<file path="src/rtl/fetch_unit_if.sv">
// Fetch unit bundle: decode-side control, instruction memory bus
// and the IF/ID register outputs.
interface fetch_unit_if;
  logic        stall;
  logic        redirect_valid;
  logic [31:0] redirect_target;
  logic        imem_req;
  logic [31:0] imem_addr;
  logic        imem_ready;
  logic [31:0] imem_rdata;
  logic        if_id_valid;
  logic [31:0] if_id_instr;
  logic [31:0] if_id_pc_plus4;

  modport master (
    input  stall,
    input  redirect_valid,
    input  redirect_target,
    input  imem_ready,
    input  imem_rdata,
    output imem_req,
    output imem_addr,
    output if_id_valid,
    output if_id_instr,
    output if_id_pc_plus4
  );

  modport slave (
    output stall,
    output redirect_valid,
    output redirect_target,
    output imem_ready,
    output imem_rdata,
    input  imem_req,
    input  imem_addr,
    input  if_id_valid,
    input  if_id_instr,
    input  if_id_pc_plus4
  );
endinterface

</file>
<file path="src/rtl/fetch_unit.sv">
// Instruction fetch stage: one outstanding imem request, a one-entry
// skid buffer for stalled responses, and an IF/ID output register.
module fetch_unit #(
  parameter logic [31:0] RESET_PC = 32'h0040_0000
) (
  input logic         clk,
  input logic         rst,
  fetch_unit_if.master bus
);

  typedef enum logic [1:0] {
    S_ISSUE,
    S_WAIT,
    S_DISCARD,
    S_HOLD
  } state_e;

  state_e      state_q, state_d;
  logic [31:0] pc_q, pc_d;
  logic [31:0] skid_q, skid_d;
  logic        valid_q, valid_d;
  logic [31:0] instr_q, instr_d;
  logic [31:0] p4_q, p4_d;

  logic        redir;
  logic        stall;
  logic        ready;
  logic        take;
  logic        deliver;
  logic [31:0] word;
  logic [31:0] pc_plus4;

  assign redir    = bus.redirect_valid;
  assign stall    = bus.stall;
  assign ready    = bus.imem_ready;
  assign pc_plus4 = pc_q + 32'd4;

  always_ff @(posedge clk) begin
    if (rst) begin
      state_q <= S_ISSUE;
    end else begin
      state_q <= state_d;
    end
  end

  always_comb begin
    state_d = state_q;
    unique case (state_q)
      S_ISSUE: begin
        state_d = redir ? S_DISCARD : S_WAIT;
      end
      S_WAIT: begin
        if (ready) begin
          state_d = (stall && !redir) ? S_HOLD : S_ISSUE;
        end else if (redir) begin
          state_d = S_DISCARD;
        end
      end
      S_HOLD: begin
        if (redir || !stall) begin
          state_d = S_ISSUE;
        end
      end
      S_DISCARD: begin
        if (ready) begin
          state_d = S_ISSUE;
        end
      end
    endcase
  end

  // Request is suppressed while reset is held so nothing leaves early.
  always_comb begin
    bus.imem_req  = (state_q == S_ISSUE) && !rst;
    bus.imem_addr = pc_q;
  end

  always_comb begin
    take    = (state_q == S_WAIT) && ready;
    deliver = !redir && !stall &&
              (take || (state_q == S_HOLD));
    word    = (state_q == S_HOLD) ? skid_q
                                  : bus.imem_rdata;

    pc_d = pc_q;
    if (redir) begin
      pc_d = bus.redirect_target & ~32'd3;
    end else if (deliver) begin
      pc_d = pc_plus4;
    end

    skid_d = skid_q;
    if (take && stall && !redir) begin
      skid_d = bus.imem_rdata;
    end

    valid_d = 1'b0;
    if (redir) begin
      valid_d = 1'b0;
    end else if (deliver) begin
      valid_d = 1'b1;
    end else if (stall) begin
      valid_d = valid_q;
    end

    instr_d = deliver ? word : instr_q;
    p4_d    = deliver ? pc_plus4 : p4_q;
  end

  always_ff @(posedge clk) begin
    if (rst) begin
      pc_q    <= RESET_PC;
      skid_q  <= 32'd0;
      valid_q <= 1'b0;
      instr_q <= 32'd0;
      p4_q    <= 32'd0;
    end else begin
      pc_q    <= pc_d;
      skid_q  <= skid_d;
      valid_q <= valid_d;
      instr_q <= instr_d;
      p4_q    <= p4_d;
    end
  end

  assign bus.if_id_valid    = valid_q;
  assign bus.if_id_instr    = instr_q;
  assign bus.if_id_pc_plus4 = p4_q;

endmodule

</file>
<file path="src/flat_wrapper.sv">
// flat-port wrapper written by rule: the top's interface ports become plain ports
module fetch_unit_flat 
#(
  parameter logic [31:0] RESET_PC = 32'h0040_0000
)
  (clk, rst, bus_stall, bus_redirect_valid, bus_redirect_target, bus_imem_ready, bus_imem_rdata, bus_imem_req, bus_imem_addr, bus_if_id_valid, bus_if_id_instr, bus_if_id_pc_plus4);
  fetch_unit_if bus_i ();
  input logic clk;
  input logic rst;
  input wire logic [$bits(bus_i.stall)-1:0] bus_stall;
  input wire logic [$bits(bus_i.redirect_valid)-1:0] bus_redirect_valid;
  input wire logic [$bits(bus_i.redirect_target)-1:0] bus_redirect_target;
  input wire logic [$bits(bus_i.imem_ready)-1:0] bus_imem_ready;
  input wire logic [$bits(bus_i.imem_rdata)-1:0] bus_imem_rdata;
  output wire logic [$bits(bus_i.imem_req)-1:0] bus_imem_req;
  output wire logic [$bits(bus_i.imem_addr)-1:0] bus_imem_addr;
  output wire logic [$bits(bus_i.if_id_valid)-1:0] bus_if_id_valid;
  output wire logic [$bits(bus_i.if_id_instr)-1:0] bus_if_id_instr;
  output wire logic [$bits(bus_i.if_id_pc_plus4)-1:0] bus_if_id_pc_plus4;
  assign bus_i.stall = bus_stall;
  assign bus_i.redirect_valid = bus_redirect_valid;
  assign bus_i.redirect_target = bus_redirect_target;
  assign bus_i.imem_ready = bus_imem_ready;
  assign bus_i.imem_rdata = bus_imem_rdata;
  assign bus_imem_req = bus_i.imem_req;
  assign bus_imem_addr = bus_i.imem_addr;
  assign bus_if_id_valid = bus_i.if_id_valid;
  assign bus_if_id_instr = bus_i.if_id_instr;
  assign bus_if_id_pc_plus4 = bus_i.if_id_pc_plus4;
  fetch_unit #(.RESET_PC(RESET_PC)) u_core (.clk(clk), .rst(rst), .bus(bus_i));
endmodule
</file>
<file path="config.mk">
export PLATFORM = sky130hd
export DESIGN_NAME = fetch_unit_flat
export DESIGN_NICKNAME = d
export VERILOG_FILES = /design/src/rtl/fetch_unit_if.sv /design/src/rtl/fetch_unit.sv /design/src/flat_wrapper.sv
export SDC_FILE = /design/constraint.sdc
export NUM_CORES = 1
export LEC_CHECK = 0
export ABC_AREA = 1
export BUFFER_PORTS_ARGS = -buffer_cell sky130_fd_sc_hd__buf_2
export CORE_ASPECT_RATIO = 1.2
export CORE_MARGIN = 1.5
export CORE_UTILIZATION = 40
export DETAILED_ROUTE_END_ITERATION = 12
export PLACE_DENSITY = 0.67
export SYNTH_ARGS = -nofsm -noshare
export SYNTH_HDL_FRONTEND = slang
export SYNTH_SLANG_ARGS = --single-unit
export TNS_END_PERCENT = 20
</file>
<file path="constraint.sdc">
create_clock -name clk -period 3 [get_ports clk]
set_clock_uncertainty 0.05 [all_clocks]
set_input_delay 0.6 -clock clk [delete_from_list [all_inputs] [get_ports clk]]
set_output_delay 0.6 -clock clk [all_outputs]
set_load 0.1 [all_outputs]
</file>
Yosys cells after proc, flatten, opt, wreduce, memory -nomap -nowiden

Index checks and enable logic that the tools add are counted.
Widths: inputs -> output; s select.

Bits in registers: 131
Bits in latches: 0
RAM bits: 0
ROM bits: 0
Input port bits: 69
Memories kept: 0

$add $sub $neg: 1
Multiply operators: 0
Div/mod/pow operators: 0
Magnitude comparators: 0
Eq/ne operators: 7
Shift-type cells: 0
Multiplexer cells: 12
Bitwise operators: 0
Reduce and logical (&&, ||, !) cells: 16

Operator list:

| kind                  | count |
|---|---|
| $mux 32               | 3 |
| $add 32x3->32 const B | 1 |
| $mux 2                | 6 |
| $pmux 2 s4            | 1 |
| $logic_and 1x1->1     | 7 |
| $eq 2x2->1 const B    | 2 |
| $ne 2x1->1 const B    | 2 |
| $logic_not 1->1       | 3 |
| $ne 3x3->1 const B    | 1 |
| $reduce_and 3->1      | 1 |
| $eq 2x1->1 const B    | 1 |
| $logic_not 2->1       | 1 |
| $logic_or 1x1->1      | 2 |
| $mux 1                | 2 |
| $ne 2x2->1 const B    | 1 |
| $reduce_bool 2->1     | 1 |
| $reduce_or 2->1       | 1 |

Depth between registers and ports, before layout

Gate-level depths: netlist of the first run.

Depth in word-level cells: 6
Mapped depth: 10
Depth with buffers taken out: 10

Worst setup path before layout of the first run

No wires, ideal clock.

Path kind: input to output
From: in rst
To: out bus_imem_req
Arrival time: 2.274 ns
Data required time: 2.350 ns
Path slack: 0.076 ns
Stages: 3
Cell sequence: clkbuf_1 clkbuf_1 nor2_1

Longest elaborated chain between the ends: 2

RTL lines:

| element            | RTL line           | RTL |
|---|---|---|
| start: declaration | flat_wrapper.sv:9  | `input logic rst;` |
| $logic_not 1->1    | fetch_unit.sv:74   | `bus.imem_req = (state_q == S_ISSUE) && !rst;` |
| $logic_and 1x1->1  | fetch_unit.sv:74   |  |
| end: declaration   | flat_wrapper.sv:15 | `output wire logic [$bits(bus_i.imem_req)-1:0] bus_imem_req;` |

Every way passes these cells.

Worst setup path in the final report of the first run

From: reg u_core.state_q[1]
To: out bus_imem_req

Longest elaborated chain between the ends: 2

RTL lines:

| element                  | RTL line         | RTL |
|---|---|---|
| start: declaration       | fetch_unit.sv:18 | `state_e state_q, state_d;` |
| start signal: assignment | fetch_unit.sv:42 | `state_q <= state_d;` |
| $logic_not 2->1          | fetch_unit.sv:74 |  |
| $logic_and 1x1->1        | fetch_unit.sv:74 |  |

Every way passes these cells.

==> results of run 1 <==
-- cell usage after synthesis, drive strengths merged --
| cell | instances | area share, % |
|---|---|---|
| a21oi | 38 | 3.4 |
| a31oi | 36 | 3.9 |
| buf | 26 | 3.1 |
| clkbuf | 28 | 1.8 |
| conb | 1 | 0.065 |
| dfxtp | 127 | 44 |
| ha | 1 | 0.22 |
| inv | 46 | 3.0 |
| nand2 | 234 | 15 |
| nand3 | 58 | 5.2 |
| nand3b | 1 | 0.13 |
| nor2 | 115 | 8.0 |
| o2111ai | 1 | 0.15 |
| o211ai | 2 | 0.26 |
| o21ai | 122 | 11 |
| or2 | 1 | 0.11 |
| xnor2 | 2 | 0.30 |
| xor2 | 3 | 0.45 |
-- final cells by class --
cell class	count	area, sq um	share of cell area (%)
clock inverters	10	111	1.54
flip-flops and latches	127	2540	35.2
repair buffers	173	923	12.8
multi-input cells	618	2790	38.6
clock buffers	21	470	6.51
well taps	171	214	2.96
inverters	46	175	2.42
-- metal layers --
layer / routed length, microns / share of wire [%]
met1: 7320 / 44
met2: 8100 / 48
met3: 1130 / 6.7
met4: 261 / 1.6
met5: 0 / 0
-- stage by stage --
stage / util, % / hold slack (ps) / power, uW
finish: 51.9 / 397 / 4490
global route: 51.9 / 382 / 4660
detailed placement: 47.7 / 395 / 2490
CTS: 51.9 / 378 / 4530
global placement: 47.7 / 396 / 2490
floorplan: - / 405 / 2330
-- worst reg2reg max path, cell delays in order, from the launching register on --
cell and delay [ps]:
sky130_fd_sc_hd__dfxtp_1 320, sky130_fd_sc_hd__buf_4 210, sky130_fd_sc_hd__o21ai_0 170, sky130_fd_sc_hd__nor2_4 370, sky130_fd_sc_hd__inv_2 370, sky130_fd_sc_hd__a21oi_1 210, sky130_fd_sc_hd__o21ai_1 120, sky130_fd_sc_hd__a21oi_1 120
-- state kept, by name (all words and copies together), names as in the netlist --
name / cells
u_core.bus.if_id_valid: 1
u_core.state_q: 2
u_core.bus.if_id_pc_plus4: 30
u_core.bus.if_id_instr: 32
u_core.skid_q: 32
u_core.bus.imem_addr: 30
-- worst min path at each step --
stage,end
after floorplan,u_core.skid_q[27]$_SDFFE_PP0P_
after global placement,u_core.bus.if_id_valid$_SDFFE_PP0P_
after detailed placement,u_core.bus.if_id_valid$_SDFFE_PP0P_
after CTS,u_core.bus.if_id_valid$_SDFFE_PP0P_
after global routing,u_core.bus.imem_addr[22]$_SDFFE_PP1P_
final,u_core.bus.imem_addr[22]$_SDFFE_PP1P_
-- kinds of logic (layout without fill, tap and decap cells) --
kind of cell	count (synthesis)	count (layout)	synth area share (%)
XOR/XNOR	5	5	0.758
other	1	4	0.0649
flip-flops	127	127	44.0
buffers and inverters	100	250	7.93
AO/OA/AOI/OAI	199	199	18.3
AND/OR/NAND/NOR	409	409	28.7
adder cells (fa/ha/maj)	1	1	0.217
-- report_power, final --
| part | switching [uW] | internal, uW | leakage (uW) | total (uW) |
|---|---|---|---|---|
| combinational | 533 | 137 | 0.00185 | 671 |
| sequential | 44.1 | 1740 | 0.00103 | 1780 |
| clock | 755 | 1280 | 0.000281 | 2030 |
==> flow_summary_export.csv, run 1 <==
group,metric,value,unit
sta,setup_viol,0,
cts,hold_buffers,0,
grt,groute.layer.met1.usage,26.4,%
layout,commonest_cells_after_routing_fill_and_taps_aside,"sky130_fd_sc_hd__nand2_1 (232), sky130_fd_sc_hd__buf_2 (160), sky130_fd_sc_hd__dfxtp_1 (127)",
grt,globalRouteOverflowTotal,0,
detailed_routing,detail_route.vias_per_cell,5.01,
die,core-area,0.0139,sq mm
cts,post_cts_buffers,0,
worst_hold_path,min_path_type,"in -> reg",
power,leakagePower,0.00316,uW
logic_synthesis,synthesis.area_per_instance,6.86,sq um
cts,cts-root-to-sink-buffers,2,
layout,fillers,1419,
setup_path,critical_path.reg2reg.endpoint,"u_core.bus.if_id_pc_plus4[12]$_SDFFE_PP0P_",
placement,postPlaceCellArea,0.00665,sq mm
grt,gr-usage-met2,37.2,%
die,top_level_ports,167,
setup_path,termination_of_the_worst_setup_path,"bus_imem_req",
detailed_routing,drcViolationCount,0,
layout,final_cell_count_no_fill,1166,
layout,final_layout_size_suffix_gt1_share,22.4,%
sta,worst_slew_pin_slew,622,ps
setup_path,critPathLaunchType,"register",
cts,post_cts.resized_instances,0,
placement,gp_congestion,0.936,
grt,globalRouteMet3Util,7.36,%
job,max-cap-violations,0,
die,dieWidth,113,microns
sta,timing.final.crit_period,2370,ps
logic_synthesis,netlist-cell-type-count,31,
setup_path,critPathLaunch,"u_core.state_q[1]$_SDFFE_PP0P_",
setup_path,cp_slowest_stage_delay,440,ps
setup_path,slowest_stage,"sky130_fd_sc_hd__buf_2",
setup_path,reg2reg_from,"u_core.state_q[1]$_SDFFE_PP0P_",
sta,timing.final.max_slew_violations,0,
setup_path,crit_path_end_kind,"primary output",
sta,worst_case_setup_margin_in_the_final_layout,634,ps
cts,cts_tree,"done",
cts,clock_latency,420,ps
die,initial_core_util,41.4,%
setup_path,worstSetupPathDepth,5,
layout,layout.cells.most_common,"sky130_fd_sc_hd__nand2_1",
setup_path,critPathRequiredTime,2350,ps
detailed_routing,antenna_left,0,
setup_path,crit_buf_inv,3,
grt,grt.busiest_layer,"met2",
power,ir_drop,399,uV
layout,syn2layout_area_growth,25.1,%
setup_path,worst_r2r_path_depth,7,
grt,grt_pass1_vias,5239,
cts,clkTransAtPathRegs,60,ps
die,core.rowCount,47,
detailed_routing,number_of_drc_markers_after_the_initial_detailed_route_iteration,338,
die,fp.dieH,135,microns
placement,numPortBuffers,160,
cts,number_of_sinks_on_the_clock_net,127,
setup_path,path_cells,"buf_4, nor2_1, inv_1, nor2_1, buf_2",
logic_synthesis,synth_seq_cells,127,
cts,h-tree-depth,4,
logic_synthesis,mappedNetlistArea,0.00578,sq mm
logic_synthesis,yosysWarningCount,0,
cts,clock_tree.root_cell,"sky130_fd_sc_hd__clkbuf_16",
die,floorplan.die_area,0.0152,sq mm
grt,largest_net_degree_at_the_start_of_global_routing,65,
sta,timing.setup.tns,0,ps
setup_path,r2r_slack,980,ps
detailed_routing,via_count,5842,
detailed_routing,routed_wl,16800,microns
logic_synthesis,synthesis.instances,842,
layout,num-nets-final,1053,
placement,place.detailed.instances,1135,
setup_path,critical_path_arrival,1720,ps
placement,hpwl,11400,microns
grt,globalRouteTotalUtil,22.1,%
layout,fin_area,0.00723,sq mm
placement,place_worst_setup_slack,714,ps
sta,timing.final.crit_share,78.9,%
outcome,outcome,"completed",
setup_path,crit_top_cell,"sky130_fd_sc_hd__nor2_1",
sta,relSlewSlack,58.5,%
layout,antennaDiodeCount,0,
setup_path,timing.critical_path.max_delay_family,"buffers and inverters",
grt,grt_antenna_before_repair,0,
cts,cts_buffers,17,
sta,fmaxAchievable,0.423,GHz
sta,final_report_hold_violation_count,0,
setup_path,crit_fanout,23,
sta,grt_setup_unrepaired,"false",
worst_hold_path,hold_path.startpoint,"bus_redirect_target[22]",
logic_synthesis,synth-seq-area-share,44.0,%
grt,first_pass_grt_wire_length,26400,microns
detailed_routing,detail_route.wl_per_cell,14.4,microns
detailed_routing,detailedRoute.firstPassIterationCount,5,
setup_path,critPathKind,"reg -> out",
power,power_density_relative_to_cell_area,621,mW/mm^2
worst_hold_path,worst_hold_path.num_cells,3,
Power figures use the tool's default switching activity.
==> run 2, diff against run 1 <==
Settings changed: PLACE_DENSITY 0.67 to 0.7.
Clock period 3 ns to 2.1 ns, I/O delays scaled along.
==> flow_summary_export.csv, run 2 (same netlist as run 1, synthesis figures left out) <==
group,metric,value,unit
cts,clock_latency,430,ps
sta,final_report_hold_violation_count,0,
placement,place.detailed.instances,1145,
grt,grt_pass1_vias,5552,
sta,grt_setup_unrepaired,"false",
sta,timing.final.max_slew_violations,0,
detailed_routing,detail_route.vias_per_cell,5.04,
layout,layout.cells.most_common,"sky130_fd_sc_hd__nand2_1",
layout,num-nets-final,1063,
layout,fin_area,0.00733,sq mm
grt,globalRouteMet3Util,7.36,%
detailed_routing,antenna_left,0,
die,dieWidth,113,microns
detailed_routing,drcViolationCount,0,
setup_path,critPathLaunchType,"register",
placement,place_worst_setup_slack,223,ps
die,core.rowCount,47,
layout,syn2layout_area_growth,26.9,%
power,leakagePower,0.00321,uW
cts,hold_buffers,0,
grt,grt_antenna_before_repair,0,
setup_path,crit_fanout,11,
cts,cts_buffers,17,
die,fp.dieH,135,microns
setup_path,crit_path_end_kind,"primary output",
power,power_density_relative_to_cell_area,873,mW/mm^2
worst_hold_path,min_path_type,"in -> reg",
sta,setup_viol,0,
power,ir_drop,518,uV
cts,post_cts.resized_instances,0,
grt,gr-usage-met2,37.4,%
die,initial_core_util,41.4,%
setup_path,critical_path_arrival,1460,ps
sta,timing.final.crit_period,1930,ps
outcome,outcome,"completed",
layout,seq_area,0.00255,sq mm
sta,fmaxAchievable,0.519,GHz
grt,largest_net_degree_at_the_start_of_global_routing,46,
layout,fillers,1398,
detailed_routing,number_of_drc_markers_after_the_initial_detailed_route_iteration,340,
cts,clkTransAtPathRegs,60,ps
sta,worst_case_setup_margin_in_the_final_layout,174,ps
die,floorplan.die_area,0.0152,sq mm
sta,timing.setup.tns,0,ps
die,core-area,0.0139,sq mm
sta,worst_hold_slack,206,ps
cts,clock_tree.root_cell,"sky130_fd_sc_hd__clkbuf_16",
layout,final_cell_count_no_fill,1177,
sta,relSlewSlack,65.9,%
cts,cts_tree,"done",
cts,number_of_sinks_on_the_clock_net,127,
sta,worst_slew_pin_slew,515,ps
placement,postPlaceCellArea,0.00675,sq mm
placement,hpwl,11600,microns
layout,multiInputGateArea,0.00280,sq mm
grt,globalRouteOverflowTotal,0,
placement,gp_congestion,0.909,
detailed_routing,routed_wl,16500,microns
sta,timing.final.crit_share,91.7,%
grt,first_pass_grt_wire_length,27000,microns
layout,final_layout_size_suffix_gt1_share,24.0,%
placement,numPortBuffers,160,
detailed_routing,via_count,5934,
detailed_routing,detailedRoute.firstPassIterationCount,5,
grt,groute.layer.met1.usage,26.3,%
grt,globalRouteTotalUtil,22.4,%
setup_path,critPathKind,"reg -> out",
die,top_level_ports,167,
grt,grt.busiest_layer,"met2",
cts,cts-root-to-sink-buffers,2,
job,max-cap-violations,0,
setup_path,critPathRequiredTime,1630,ps
cts,post_cts_buffers,0,
detailed_routing,detail_route.wl_per_cell,14.1,microns
cts,h-tree-depth,4,
layout,commonest_cells_after_routing_fill_and_taps_aside,"sky130_fd_sc_hd__nand2_1 (232), sky130_fd_sc_hd__buf_2 (159), sky130_fd_sc_hd__dfxtp_1 (121)",
## run 2: worst max-delay path: stages (launching register included)
cell	delay, ps
sky130_fd_sc_hd__dfxtp_1	430
sky130_fd_sc_hd__nor2_1	170
sky130_fd_sc_hd__inv_1	100
sky130_fd_sc_hd__nor2_2	150
sky130_fd_sc_hd__buf_12	190
## run 2: layer usage
metal	share of wire (%)	up-vias
li1	-	3062
met1	42	2653
met2	47	189
met3	7.5	30
met4	2.8	0
met5	0	-
## run 2: area by class of cell
| class | count | area share (%) |
|---|---|---|
| flip-flops and latches | 127 | 34.8 |
| clock buffers | 18 | 5.99 |
| well taps | 171 | 2.92 |
| diodes | 1 | 0.0341 |
| clock inverters | 13 | 1.95 |
| inverters | 46 | 2.39 |
| repair buffers | 183 | 13.8 |
| multi-input cells | 618 | 38.1 |
## run 2: path summary, 6_finish.rpt
kind / start / to / slack [ps] / cells after the start
min reg2reg: u_core.bus.if_id_pc_plus4[19]$_SDFFE_PP0P_ / u_core.bus.if_id_pc_plus4[19]$_SDFFE_PP0P_ / 410 / 2
min: bus_redirect_target[22] / u_core.bus.imem_addr[22]$_SDFFE_PP1P_ / 210 / 3
max: u_core.state_q[0]$_SDFFE_PP0P_ / bus_imem_req / 170 / 4
max reg2reg: u_core.state_q[0]$_SDFFE_PP0P_ / u_core.bus.imem_addr[31]$_SDFFE_PP0P_ / 280 / 7
## run 2: power breakdown
part	leakage (uW)	switching (uW)	internal, uW	total (uW)
registers	0.00103	70.6	2480	2560
logic	0.00191	754	215	969
clock network	0.000270	1110	1770	2880
total	0.00321	1940	4470	6400
## run 2: metrics by stage
step	power [uW]	utilization, %
2_1_floorplan	3340	-
3_3_place_gp	3570	48.4
3_5_place_dp	3570	48.4
4_1_cts	6450	52.6
5_1_grt	6640	52.6
6_report	6400	52.6
==> run 3, diff against run 2 <==
Settings changed: PLACE_DENSITY 0.7 to 0.67.
Clock period 2.1 ns to 2.3 ns, I/O delays scaled along.
==> flow_summary_export.csv, run 3 (same netlist as run 1, synthesis figures left out) <==
group,metric,value,unit
outcome,outcome,"completed",
sta,relSlewSlack,57.2,%
cts,clock_tree.root_cell,"sky130_fd_sc_hd__clkbuf_16",
grt,globalRouteMet3Util,6.37,%
detailed_routing,routed_wl,16300,microns
sta,timing.final.max_slew_violations,0,
sta,worst_case_setup_margin_in_the_final_layout,313,ps
sta,grt_setup_unrepaired,"false",
grt,grt.busiest_layer,"met2",
setup_path,critPathLaunchType,"register",
layout,fillers,1444,
sta,timing.final.crit_period,1990,ps
cts,post_cts_buffers,0,
die,dieWidth,113,microns
setup_path,critical_path_arrival,1480,ps
grt,largest_net_degree_at_the_start_of_global_routing,91,
layout,final_layout_size_suffix_gt1_share,22.2,%
grt,groute.layer.met1.usage,25.9,%
sta,timing.setup.tns,0,ps
die,floorplan.die_area,0.0152,sq mm
detailed_routing,detailedRoute.firstPassIterationCount,5,
setup_path,critPathKind,"reg -> out",
die,fp.dieH,135,microns
setup_path,worst_r2r_path_depth,10,
sta,final_report_hold_violation_count,0,
sta,fmaxAchievable,0.503,GHz
layout,antennaDiodeCount,0,
detailed_routing,via_count,5773,
cts,number_of_sinks_on_the_clock_net,127,
die,core-area,0.0139,sq mm
grt,grt_antenna_before_repair,0,
grt,globalRouteOverflowTotal,0,
cts,clkTransAtPathRegs,50,ps
setup_path,crit_path_end_kind,"primary output",
power,leakagePower,0.00316,uW
die,core.rowCount,47,
layout,num-nets-final,1053,
detailed_routing,number_of_drc_markers_after_the_initial_detailed_route_iteration,357,
power,ir_drop,477,uV
layout,layout.core_utilization,51.8,%
grt,globalRouteTotalUtil,21.9,%
placement,gp_congestion,0.935,
setup_path,critPathRequiredTime,1790,ps
worst_hold_path,worst_hold_path.num_cells,3,
placement,hpwl,11200,microns
cts,cts_tree,"done",
grt,first_pass_grt_wire_length,26300,microns
layout,layout.cells.most_common,"sky130_fd_sc_hd__nand2_1",
detailed_routing,drcViolationCount,0,
detailed_routing,detail_route.vias_per_cell,4.96,
cts,cts-root-to-sink-buffers,2,
cts,cts_buffers,17,
placement,place_worst_setup_slack,271,ps
placement,postPlaceCellArea,0.00666,sq mm
layout,syn2layout_area_growth,25.1,%
detailed_routing,detail_route.wl_per_cell,14.0,microns
die,top_level_ports,167,
setup_path,crit_fanout,3,
die,initial_core_util,41.4,%
detailed_routing,antenna_left,0,
sta,worst_slew_pin_slew,640,ps
power,power_density_relative_to_cell_area,798,mW/mm^2
grt,grt_pass1_vias,5309,
cts,h-tree-depth,4,
sta,setup_viol,0,
layout,commonest_cells_after_routing_fill_and_taps_aside,"sky130_fd_sc_hd__nand2_1 (232), sky130_fd_sc_hd__buf_2 (160), sky130_fd_sc_hd__dfxtp_1 (127)",
layout,fin_area,0.00723,sq mm
sta,worst_hold_slack,254,ps
cts,clock_latency,410,ps
worst_hold_path,min_path_type,"in -> reg",
cts,post_cts.resized_instances,0,
placement,numPortBuffers,160,
job,max-cap-violations,0,
sta,timing.final.crit_share,86.4,%
cts,hold_buffers,0,
grt,gr-usage-met2,36.9,%
## run 3: through the flow
step / instances / total power [uW]
after global routing: 1164 / 5990
final: 1164 / 5770
after detailed placement: 1135 / 3240
after global placement: 1135 / 3240
after floorplan: 845 / 3040
after CTS: 1164 / 5830
## run 3: worst max-delay path, cell delays in order, from the launching register on
cell                      delay [ps]
sky130_fd_sc_hd__dfxtp_1         320
sky130_fd_sc_hd__nor2_1          140
sky130_fd_sc_hd__inv_1            90
sky130_fd_sc_hd__nor2_2           80
sky130_fd_sc_hd__buf_2           440
## run 3: worst paths after layout
kind              slack (ps)                                 start                                         end
setup / recovery         310        u_core.state_q[1]$_SDFFE_PP0P_                                bus_imem_req
hold / removal           250               bus_redirect_target[22]       u_core.bus.imem_addr[22]$_SDFFE_PP1P_
setup reg to reg         500  u_core.bus.imem_addr[3]$_SDFFE_PP0P_  u_core.bus.if_id_pc_plus4[28]$_SDFFE_PP0P_
hold reg to reg          400   u_core.bus.if_id_valid$_SDFFE_PP0P_         u_core.bus.if_id_valid$_SDFFE_PP0P_
## run 3: layout make-up
type / instances / area (sq um) / area share [%]
multi-input combinational: 618 / 2800 / 38.7
timing repair buffer: 173 / 936 / 13.0
inverter: 46 / 175 / 2.42
tap: 171 / 214 / 2.96
clock buffer: 23 / 478 / 6.61
sequential: 127 / 2540 / 35.2
clock inverter: 6 / 85.1 / 1.18
## run 3: routing by layer
layer | routed length (microns) | part of all wire (%)
met4 | 463 | 2.8
met5 | 0 | 0
met2 | 7790 | 48
met3 | 1030 | 6.3
met1 | 7040 | 43
## run 3: report_power, final
group          internal (uW)  switching (uW)  total, uW
Combinational            177             690        868
Clock                   1660             918       2570
Sequential              2270            58.0       2330
